## config.mk

```make
export PLATFORM = sky130hd
export DESIGN_NAME = tdm_demux_1x8
export DESIGN_NICKNAME = d
export VERILOG_FILES = /design/src/rtl/tdm_demux_1x8.sv
export SDC_FILE = /design/constraint.sdc
export NUM_CORES = 1
export LEC_CHECK = 0
export ABC_AREA = 1
export CAP_MARGIN = 20
export CORE_MARGIN = 8
export CORE_UTILIZATION = 50
export CTS_BUF_LIST = sky130_fd_sc_hd__clkbuf_8
export DETAILED_ROUTE_END_ITERATION = 10
export GPL_ROUTABILITY_DRIVEN = 0
export PLACE_DENSITY = 0.86
export SETUP_SLACK_MARGIN = 0.1
export SLEW_MARGIN = 30
export SYNTH_ARGS = -nofsm -noshare
export SYNTH_HDL_FRONTEND = slang
export SYNTH_SLANG_ARGS = --single-unit
```

## constraint.sdc

```tcl
create_clock -name clk -period 1.9 [get_ports clk]
set_input_delay 0.38 -clock clk [delete_from_list [all_inputs] [get_ports clk]]
set_output_delay 0.38 -clock clk [all_outputs]
set_load 0.1 [all_outputs]
```

## src/rtl/tdm_demux_1x8.sv

```systemverilog
// 1:8 TDM demultiplexer: rebuilds a parallel word from a serial slot stream framed by a slot-0 sync; TDM_DEMUX_PARITY_EN adds an even-parity slot.
// d/frame_valid update one edge after the final beat; din_valid low stalls all state while pulses self-clear.
module tdm_demux_1x8 #(
  parameter int N_CH   = 8,
  parameter int SLOT_W = 4
) (
  input  logic              clk,
  input  logic              rst_n,
  input  logic              din_valid,
  input  logic              din,
  input  logic              fsync,
  output logic [N_CH-1:0]   d,
  output logic              frame_valid,
  output logic [SLOT_W-1:0] slot,
  output logic              locked,
  output logic              sync_err,
  output logic              parity_err
);

`ifdef TDM_DEMUX_PARITY_EN
  localparam int L = N_CH + 1;
`else
  localparam int L = N_CH;
`endif
  localparam logic [SLOT_W-1:0] LAST = SLOT_W'(L - 1);

  typedef enum logic {HUNT, LOCKED} state_e;

  state_e            state_q, state_d;
  logic [SLOT_W-1:0] slot_q, slot_d;
  logic [N_CH-1:0]   cap_q, cap_d;
  logic [N_CH-1:0]   d_q, d_d;
  logic              fv_q, fv_d;
  logic              serr_q, serr_d;
`ifdef TDM_DEMUX_PARITY_EN
  logic              perr_q, perr_d;
`endif

  always_comb begin
    state_d = state_q;
    slot_d  = slot_q;
    cap_d   = cap_q;
    d_d     = d_q;
    fv_d    = 1'b0;
    serr_d  = 1'b0;
`ifdef TDM_DEMUX_PARITY_EN
    perr_d  = 1'b0;
`endif
    if (din_valid) begin
      case (state_q)
        HUNT: begin
          if (fsync) begin
            cap_d   = {{(N_CH-1){1'b0}}, din};
            slot_d  = SLOT_W'(1);
            state_d = LOCKED;
          end
        end
        LOCKED: begin
          if (fsync) begin
            // A sync anywhere but slot 0 restarts the frame from this beat.
            cap_d  = {{(N_CH-1){1'b0}}, din};
            slot_d = SLOT_W'(1);
            if (slot_q != '0) serr_d = 1'b1;
          end else if (slot_q == '0) begin
            serr_d  = 1'b1;
            state_d = HUNT;
            cap_d   = '0;
            slot_d  = '0;
          end else if (slot_q == LAST) begin
`ifdef TDM_DEMUX_PARITY_EN
            d_d    = cap_q;
            perr_d = (^cap_q) ^ din;
`else
            d_d           = cap_q;
            d_d[N_CH-1]   = din;
`endif
            fv_d   = 1'b1;
            cap_d  = '0;
            slot_d = '0;
          end else begin
            for (int i = 1; i < N_CH; i++) begin
              if (slot_q == SLOT_W'(i)) cap_d[i] = din;
            end
            slot_d = slot_q + SLOT_W'(1);
          end
        end
        default: begin
          state_d = HUNT;
          slot_d  = '0;
          cap_d   = '0;
        end
      endcase
    end
  end

  always_ff @(posedge clk or negedge rst_n) begin
    if (!rst_n) begin
      state_q <= HUNT;
      slot_q  <= '0;
      cap_q   <= '0;
      d_q     <= '0;
      fv_q    <= 1'b0;
      serr_q  <= 1'b0;
`ifdef TDM_DEMUX_PARITY_EN
      perr_q  <= 1'b0;
`endif
    end else begin
      state_q <= state_d;
      slot_q  <= slot_d;
      cap_q   <= cap_d;
      d_q     <= d_d;
      fv_q    <= fv_d;
      serr_q  <= serr_d;
`ifdef TDM_DEMUX_PARITY_EN
      perr_q  <= perr_d;
`endif
    end
  end

  assign d           = d_q;
  assign frame_valid = fv_q;
  assign slot        = slot_q;
  assign locked      = (state_q == LOCKED);
  assign sync_err    = serr_q;
`ifdef TDM_DEMUX_PARITY_EN
  assign parity_err  = perr_q;
`else
  assign parity_err  = 1'b0;
`endif

endmodule

```

Word-level counts from Yosys, hierarchy flattened:

Index checks and enable logic that the tools add are counted.

* output and inout bits: 16
* word-level logic and storage cells: 73
* bits in registers: 22

* reductions and logical operators: 11
* equal/unequal tests: 15
* muxes and demuxes: 31
* bitwise operators: 3
* add/sub/neg operators: 1

Operators by type and width (count)
* != test 5 x 2 -> 1 bit (second input constant): 6
* 2-to-1 mux 7 bit: 3
* AND reduction 3 bit: 7
* 2-to-1 mux 1 bit: 20
* == test 4 x 3 -> 1 bit (second input constant): 4
* 2-to-1 mux 4 bit: 4
* one-hot mux 7 bit (2 select lines): 1
* == test 4 x 2 -> 1 bit (second input constant): 2
* one-hot mux 4 bit (2 select lines): 1
* 2-to-1 mux 6 bit: 1
* AND reduction 5 bit: 1
* adder 4 x 1 -> 4 bit (second input constant): 1
* == test 4 x 1 -> 1 bit (second input constant): 1
* logical NOT 4 bit: 1
* != test 4 x 2 -> 1 bit (second input constant): 1
* nonzero test 4 bit: 1
* NOT 1 bit: 3
* != test 2 bit (second input constant): 1
* one-hot mux 1 bit (2 select lines): 1
* AND reduction 2 bit: 1

Depth between registers and ports, before layout:

Gate-level depths: netlist (run 1).

* depth after elaboration: 6
* depth in mapped cells: 8
* gate-level depth less buffers: 8

Worst setup path after synthesis (run 1):

No wires, ideal clock.

* kind: register to register
* start point: reg slot_q[0], in the netlist slot[0]
* end point: reg d_q[0], in the netlist d[0]
* buffers on the path: 1
* required time: 1.778 ns
* clock period less this slack: 2.250 ns
* stages on the path, launching flop included: 9
* arrival: 2.128 ns
* setup slack: -0.350 ns
* path through: dfrtp_1 inv_1 ha_1 nand2_2 ha_1 nand3_4 buf_6 nand2_1 o21ai_2

* longest elaborated chain between the ends: 3

RTL lines
* from (decl): line 30 `logic [SLOT_W-1:0] slot_q, slot_d;`
* from (signal assigned): line 109 `slot_q <= slot_d;`
* logical NOT 4 bit: line 64 `end else if (slot_q == '0) begin`
* NOT 1 bit (no source line)
* AND reduction 5 bit (no source line) *
* to (signal assigned): line 101 `d_q <= '0;`
* to (signal assigned): line 111 `d_q <= d_d;`
* to (decl): line 32 `logic [N_CH-1:0] d_q, d_d;`

Every way passes the cells marked *; elsewhere a longest branch is shown, timed or not.
A chain may end at the register's enable or synchronous reset.

Worst setup path after layout (run 1):

* start point: reg slot_q[1], in the netlist slot[1]
* end point: reg d_q[6], in the netlist d[6]

Same word-level chain as after synthesis.

==> results.py, run 1 <==
metrics = {
    "clock_network": {
        "holdBufCountCts": 0,
        "cts_buffers": 3,
        "path_clk_slew_ns": 0.09,
        "cts_tree": "done",
        "insertion_delay_ns": 0.26,
        "cts_root_buf": "clkbuf_8",
        "ctsResizeCount": 0,
        "cts_max_path_buffers": 2,
        "cts_sinks": 22,
        "htreeDepth": 1,
        "post-cts-setup-buffers": 0,
    },
    "setup_path": {
        "crit_path_max_fanout": 16,
        "cp_top_family": "flip-flops",
        "crit_top_cell": "ha_1",
        "cp_num_buf_inv": 1,
        "arrival_ns": 1.84,
        "end_kind": "flop",
        "crit_required_ns": 2.08,
        "endpoint": "d[6]",
        "worst_path_largest_cell_delay_ns": 0.51,
        "crit_type": "reg2reg",
        "r2r_setup_slack_ns": 0.24,
        "cp.depth": 7,
        "path_cells": "inv_1, ha_1, nand2_2, ha_1, nand3_4, nand2_1, o21ai_2",
        "start_kind": "flop",
        "r2r_cells": 7,
        "reg2reg_to": "d[6]",
        "slowest_stage": "dfrtp_4",
        "startpoint": "slot[1]",
        "r2r_start": "slot[1]",
    },
    "die": {
        "num_rows": 18,
        "dieArea_um2": 4260,
        "die_w_um": 65.3,
        "die_h_um": 65.3,
        "ios": 21,
        "core_region_area_um2": 2390,
        "initial_utilization": 0.509,
    },
    "yosys": {
        "synth_top_area_share": 0.453,
        "synth.avg_cell_area_um2": 7.99,
        "syn-num-nets": 163,
        "ys_types": 20,
        "ys_seq_area_frac": 0.453,
        "ys_seq_elements": 22,
        "synthTopCellsByArea": "dfrtp_1 (45%), nand2_1 (14%), inv_1 (8.7%)",
        "synth_area_leader_cell": "dfrtp_1",
        "synthesis.area_um2": 1210,
        "yosysWarnings": 0,
        "synthCells": 152,
    },
    "final_layout": {
        "final_cell_mix": "nand2_1 (44), inv_1 (29), dfrtp_1 (17)",
        "instances_no_fill": 204,
        "syn_to_final_growth_pct": 24.5,
        "num_antenna_cells": 0,
        "final_common_cell": "nand2_1",
        "nNetsFinal": 186,
        "layout-drive-gt1-share": 0.253,
    },
    "timing": {
        "slew_violations": 0,
        "setup_viol": 0,
        "timing.final.crit_share": 0.872,
        "setup_tns_ns": 0,
        "hold_viol": 0,
        "hold_ws_ns": 0.474,
        "rsz0062_at_grt": "no",
        "fin_skew_ns": 0.0118,
        "period_needed_ns": 1.66,
        "max_freq_ghz": 0.604,
    },
    "route": {
        "via_count": 1007,
        "highest_layer": "met4",
        "wl_per_cell_um": 12.6,
        "ant_nets": 0,
        "routedLengthMet1_mm": 1.07,
        "wl_met2_mm": 1.27,
        "drtPass1Iterations": 6,
        "drt_iter0_drc": 62,
        "wl_mm": 2.57,
        "routed_via_density": 4.94,
        "wl_met3_um": 201,
        "drc": 0,
    },
    "power_and_ir_drop": {
        "p_per_area_nw_per_um2": 1450,
        "ir_drop_v": 0.00127,
        "power_mw": 2.19,
        "p_leak_nw": 0.834,
    },
    "global_routing": {
        "grt_pass1_vias": 1050,
        "grt_max_degree": 23,
        "grt_overflow": 0,
        "antenna_found_initial": 0,
        "grt_pass1_wl_mm": 4.35,
        "track_usage": 0.124,
    },
    "placement": {
        "placed_cells": 200,
        "dp_hpwl_mm": 1.97,
        "numPortBuffers": 19,
    },
    "run": {
        "cap_viol_max_count": 0,
    },
    "min_path": {
        "hold_path_class": "in2async",
    },
    "status": {
        "outcome": "finished clean",
    },
}
Yosys cell counts, drive strengths merged:
| cell | instances |
|---|---|
| a21oi | 1 |
| nor2 | 13 |
| conb | 1 |
| nand2 | 47 |
| dfrtp | 22 |
| nand4 | 1 |
| nand3 | 16 |
| ha | 6 |
| buf | 3 |
| o21ai | 12 |
| inv | 30 |
sequential cells by signal, summed over array words and instances (netlist names):
| register | flops |
|---|---|
| frame_valid | 1 |
| slot | 4 |
| cap_q | 7 |
| locked | 1 |
| sync_err | 1 |
| d | 8 |
metal layers:
| layer | vias up | GRT usage |
|---|---|---|
| met5 | - | 0 |
| met4 | 0 | 0.0518 |
| met3 | 6 | 0.0289 |
| met2 | 44 | 0.221 |
| met1 | 455 | 0.137 |
| li1 | 502 | - |
report_power, final:
part           switching, mW  internal, mW
Sequential             0.108         0.573
Combinational          0.857         0.362
Clock                  0.149         0.144
Total                   1.11          1.08
metrics by stage:
step	worst slack [ns]	cell area, um2	utilization
after floorplan	0.104	1230	-
after global placement	0.188	1470	0.615
after detailed placement	0.122	1470	0.615
after CTS	0.232	1510	0.634
after global routing	0.153	1510	0.634
final	0.244	1510	0.634
cells by family after synthesis:
family | share of synthesized area
flip-flops | 0.453
buffers and inverters | 0.114
AND/OR/NAND/NOR | 0.289
adder cells (fa/ha/maj) | 0.0618
AO/OA/AOI/OAI | 0.0783
other | 0.00309
worst register-to-register path: stages (launching register included):
cell and delay (ns):
dfrtp_4 0.51, inv_1 0.13, ha_1 0.19, nand2_2 0.12, ha_1 0.24, nand3_4 0.21
nand2_1 0.11, o21ai_2 0.07
worst min path at each step:
| stage | startpoint | to | slack (ns) |
|---|---|---|---|
| after floorplan | rst_n | cap_q[0] | 0.08 |
| after global placement | cap_q[0] | cap_q[0] | 0.46 |
| after detailed placement | cap_q[0] | cap_q[0] | 0.46 |
| after CTS | cap_q[0] | cap_q[0] | 0.48 |
| after global routing | rst_n | slot[1] | 0.50 |
| final | rst_n | slot[1] | 0.47 |
layout make-up:
type                            count  area, um2
Clock buffer                        3       41.3
Sequential cell                    22        562
Inverter                           30        113
Tap cell                           30       37.5
Multi-Input combinational cell     97        526
Timing Repair Buffer               21        230
Fill cell                         204        875
Clock inverter                      1       3.75
Note: power is estimated with default switching activity, not from simulation.
==> inputs of run 2 (changes only) <==
--- a/config.mk
+++ b/config.mk
@@ -5,14 +5,13 @@
 export SDC_FILE = /design/constraint.sdc
 export NUM_CORES = 1
 export LEC_CHECK = 0
-export ABC_AREA = 1
 export CAP_MARGIN = 20
 export CORE_MARGIN = 8
 export CORE_UTILIZATION = 50
 export CTS_BUF_LIST = sky130_fd_sc_hd__clkbuf_8
 export DETAILED_ROUTE_END_ITERATION = 10
 export GPL_ROUTABILITY_DRIVEN = 0
-export PLACE_DENSITY = 0.86
+export PLACE_DENSITY = 0.78
 export SETUP_SLACK_MARGIN = 0.1
 export SLEW_MARGIN = 30
 export SYNTH_ARGS = -nofsm -noshare
==> results.py, run 2 <==
metrics = {
    "final_layout": {
        "layout-drive-gt1-share": 0.413,
        "largest_reg_flops": 8,
        "final_common_cell": "buf_4",
        "postLayoutCellArea_um2": 1750,
        "final_cell_mix": "buf_4 (26), dfrtp_1 (17), mux2_4 (8), buf_12 (8)",
        "num_antenna_cells": 0,
        "final_core_util": 0.733,
        "nNetsFinal": 162,
        "syn_to_final_growth_pct": 44.9,
        "fillers": 165,
    },
    "clock_network": {
        "cts_sinks": 22,
        "holdBufCountCts": 0,
        "path_clk_slew_ns": 0.08,
        "cts_buffers": 3,
        "htreeDepth": 1,
        "cts_tree": "done",
        "cts_max_path_buffers": 2,
        "insertion_delay_ns": 0.27,
        "cts_root_buf": "clkbuf_8",
    },
    "die": {
        "die_h_um": 65.1,
        "core_region_area_um2": 2390,
        "dieArea_um2": 4240,
        "num_rows": 18,
        "ios": 21,
        "initial_utilization": 0.506,
        "die_w_um": 65.1,
    },
    "global_routing": {
        "grt_max_degree": 23,
        "grt_overflow": 0,
        "grt_pass1_vias": 1101,
        "grt_pass1_wl_mm": 5.20,
        "antenna_found_initial": 0,
        "track_usage": 0.151,
    },
    "timing": {
        "fin_skew_ns": 0.00282,
        "setup_viol": 0,
        "hold_viol": 0,
        "setup_tns_ns": 0,
        "period_needed_ns": 1.84,
        "hold_ws_ns": 0.455,
        "max_freq_ghz": 0.544,
        "slew_violations": 0,
        "rsz0062_at_grt": "yes",
        "timing.final.crit_share": 0.967,
    },
    "placement": {
        "numPortBuffers": 19,
        "place_area_um2": 1580,
        "dp_hpwl_mm": 2.10,
    },
    "yosys": {
        "synth.avg_cell_area_um2": 10.5,
        "yosysWarnings": 0,
        "synth_most_common_cell": "dfrtp_1",
        "synth_edf_count": 0,
        "synthArstFlopShare": 1.00,
        "synth_area_leader_cell": "dfrtp_1",
        "synthCells": 115,
        "ys_seq_area_frac": 0.456,
        "syn-num-nets": 126,
        "synthTopCellsByArea": "dfrtp_1 (46%), mux2_2 (7.5%), ha_1 (6.2%)",
        "ys_types": 41,
        "synth_top_area_share": 0.456,
        "ys_seq_elements": 22,
        "synthesis.area_um2": 1210,
        "synthFlopType": "dfrtp_1",
        "netlist_top_cells_count": "dfrtp_1 (22), inv_1 (8), mux2_2 (8)",
    },
    "route": {
        "via_count": 1067,
        "routed_via_density": 5.93,
        "ant_nets": 0,
        "wl_per_cell_um": 18.6,
        "drc": 0,
        "drtPass1Iterations": 4,
        "drt_iter0_drc": 46,
        "wl_mm": 3.35,
    },
    "power_and_ir_drop": {
        "ir_drop_v": 0.00117,
        "power_mw": 2.45,
        "p_per_area_nw_per_um2": 1400,
        "p_leak_nw": 0.785,
    },
    "setup_path": {
        "worst_path_largest_cell_delay_ns": 0.50,
        "r2r_cells": 9,
        "cp_top_family": "flip-flops",
        "start_kind": "flop",
        "cp_num_buf_inv": 3,
        "slowest_stage": "dfrtp_4",
        "crit_required_ns": 2.06,
        "crit_path_max_fanout": 8,
        "cp.depth": 9,
        "path_cells": "inv_4, ha_4, nor3b_4, inv_1, ha_2, nand3_2, nor2_4, buf_12, mux2_4",
        "arrival_ns": 2.00,
        "crit_type": "reg2reg",
        "end_kind": "flop",
    },
    "status": {
        "outcome": "finished clean",
    },
    "run": {
        "cap_viol_max_count": 0,
    },
    "min_path": {
        "hold_path_class": "in2async",
    },
}
[run 2: what timing repair did]
item,CTS,global route
buffers inserted,3,4
pin swaps,2,1
endpoints found under the setup margin,9,8
resized for setup,7,5
hold endpoints to repair,0,0
[run 2: cell type report]
class                           count  area (um2)  share of cell area
Inverter                            8        35.0              0.0200
Timing Repair Buffer               38         395               0.226
Sequential cell                    22         562               0.321
Multi-Input combinational cell     78         664               0.380
Tap cell                           30        37.5              0.0215
Clock buffer                        4        55.1              0.0315
[run 2: power breakdown]
| group | leakage (nW) | total [mW] | switching (mW) | internal, mW |
|---|---|---|---|---|
| Clock | 0.0288 | 0.341 | 0.156 | 0.185 |
| Sequential | 0.291 | 0.671 | 0.113 | 0.559 |
| Combinational | 0.465 | 1.43 | 0.871 | 0.561 |
[run 2: per-layer routing]
| layer | global-route usage | share of wire | up-vias |
|---|---|---|---|
| met5 | 0 | 0 | - |
| met4 | 0.0409 | 0.028 | 0 |
| met2 | 0.273 | 0.51 | 33 |
| li1 | - | - | 489 |
| met1 | 0.176 | 0.41 | 535 |
| met3 | 0.0323 | 0.048 | 10 |
[run 2: metrics by stage]
step	instances	worst slack, ns
floorplan	115	-0.125
global placement	169	0.0123
detailed placement	169	-0.0538
CTS	176	0.0723
global route	180	-0.00938
finish	180	0.0618
[run 2: final timing paths]
kind | startpoint | slack (ns) | to
max reg2reg | slot[1] | 0.06 | d[1]
max | slot[1] | 0.06 | d[1]
min reg2reg | cap_q[3] | 0.51 | d[3]
max in group asynchronous | rst_n | 1.19 | slot[1]
min | rst_n | 0.46 | d[1]
min in group clk | cap_q[3] | 0.51 | d[3]
[run 2: kinds of logic (layout without fill, tap and decap cells)]
kind of cell / after synthesis / count (layout) / synth area share
muxes: 9 / 9 / 0.0860
and+or+nand+nor: 31 / 31 / 0.158
adders and majority gates: 6 / 6 / 0.0622
AOI/OAI and AO/OA: 31 / 31 / 0.181
DFF: 22 / 22 / 0.456
other: 1 / 1 / 0.00311
buffers and inverters: 15 / 50 / 0.0539
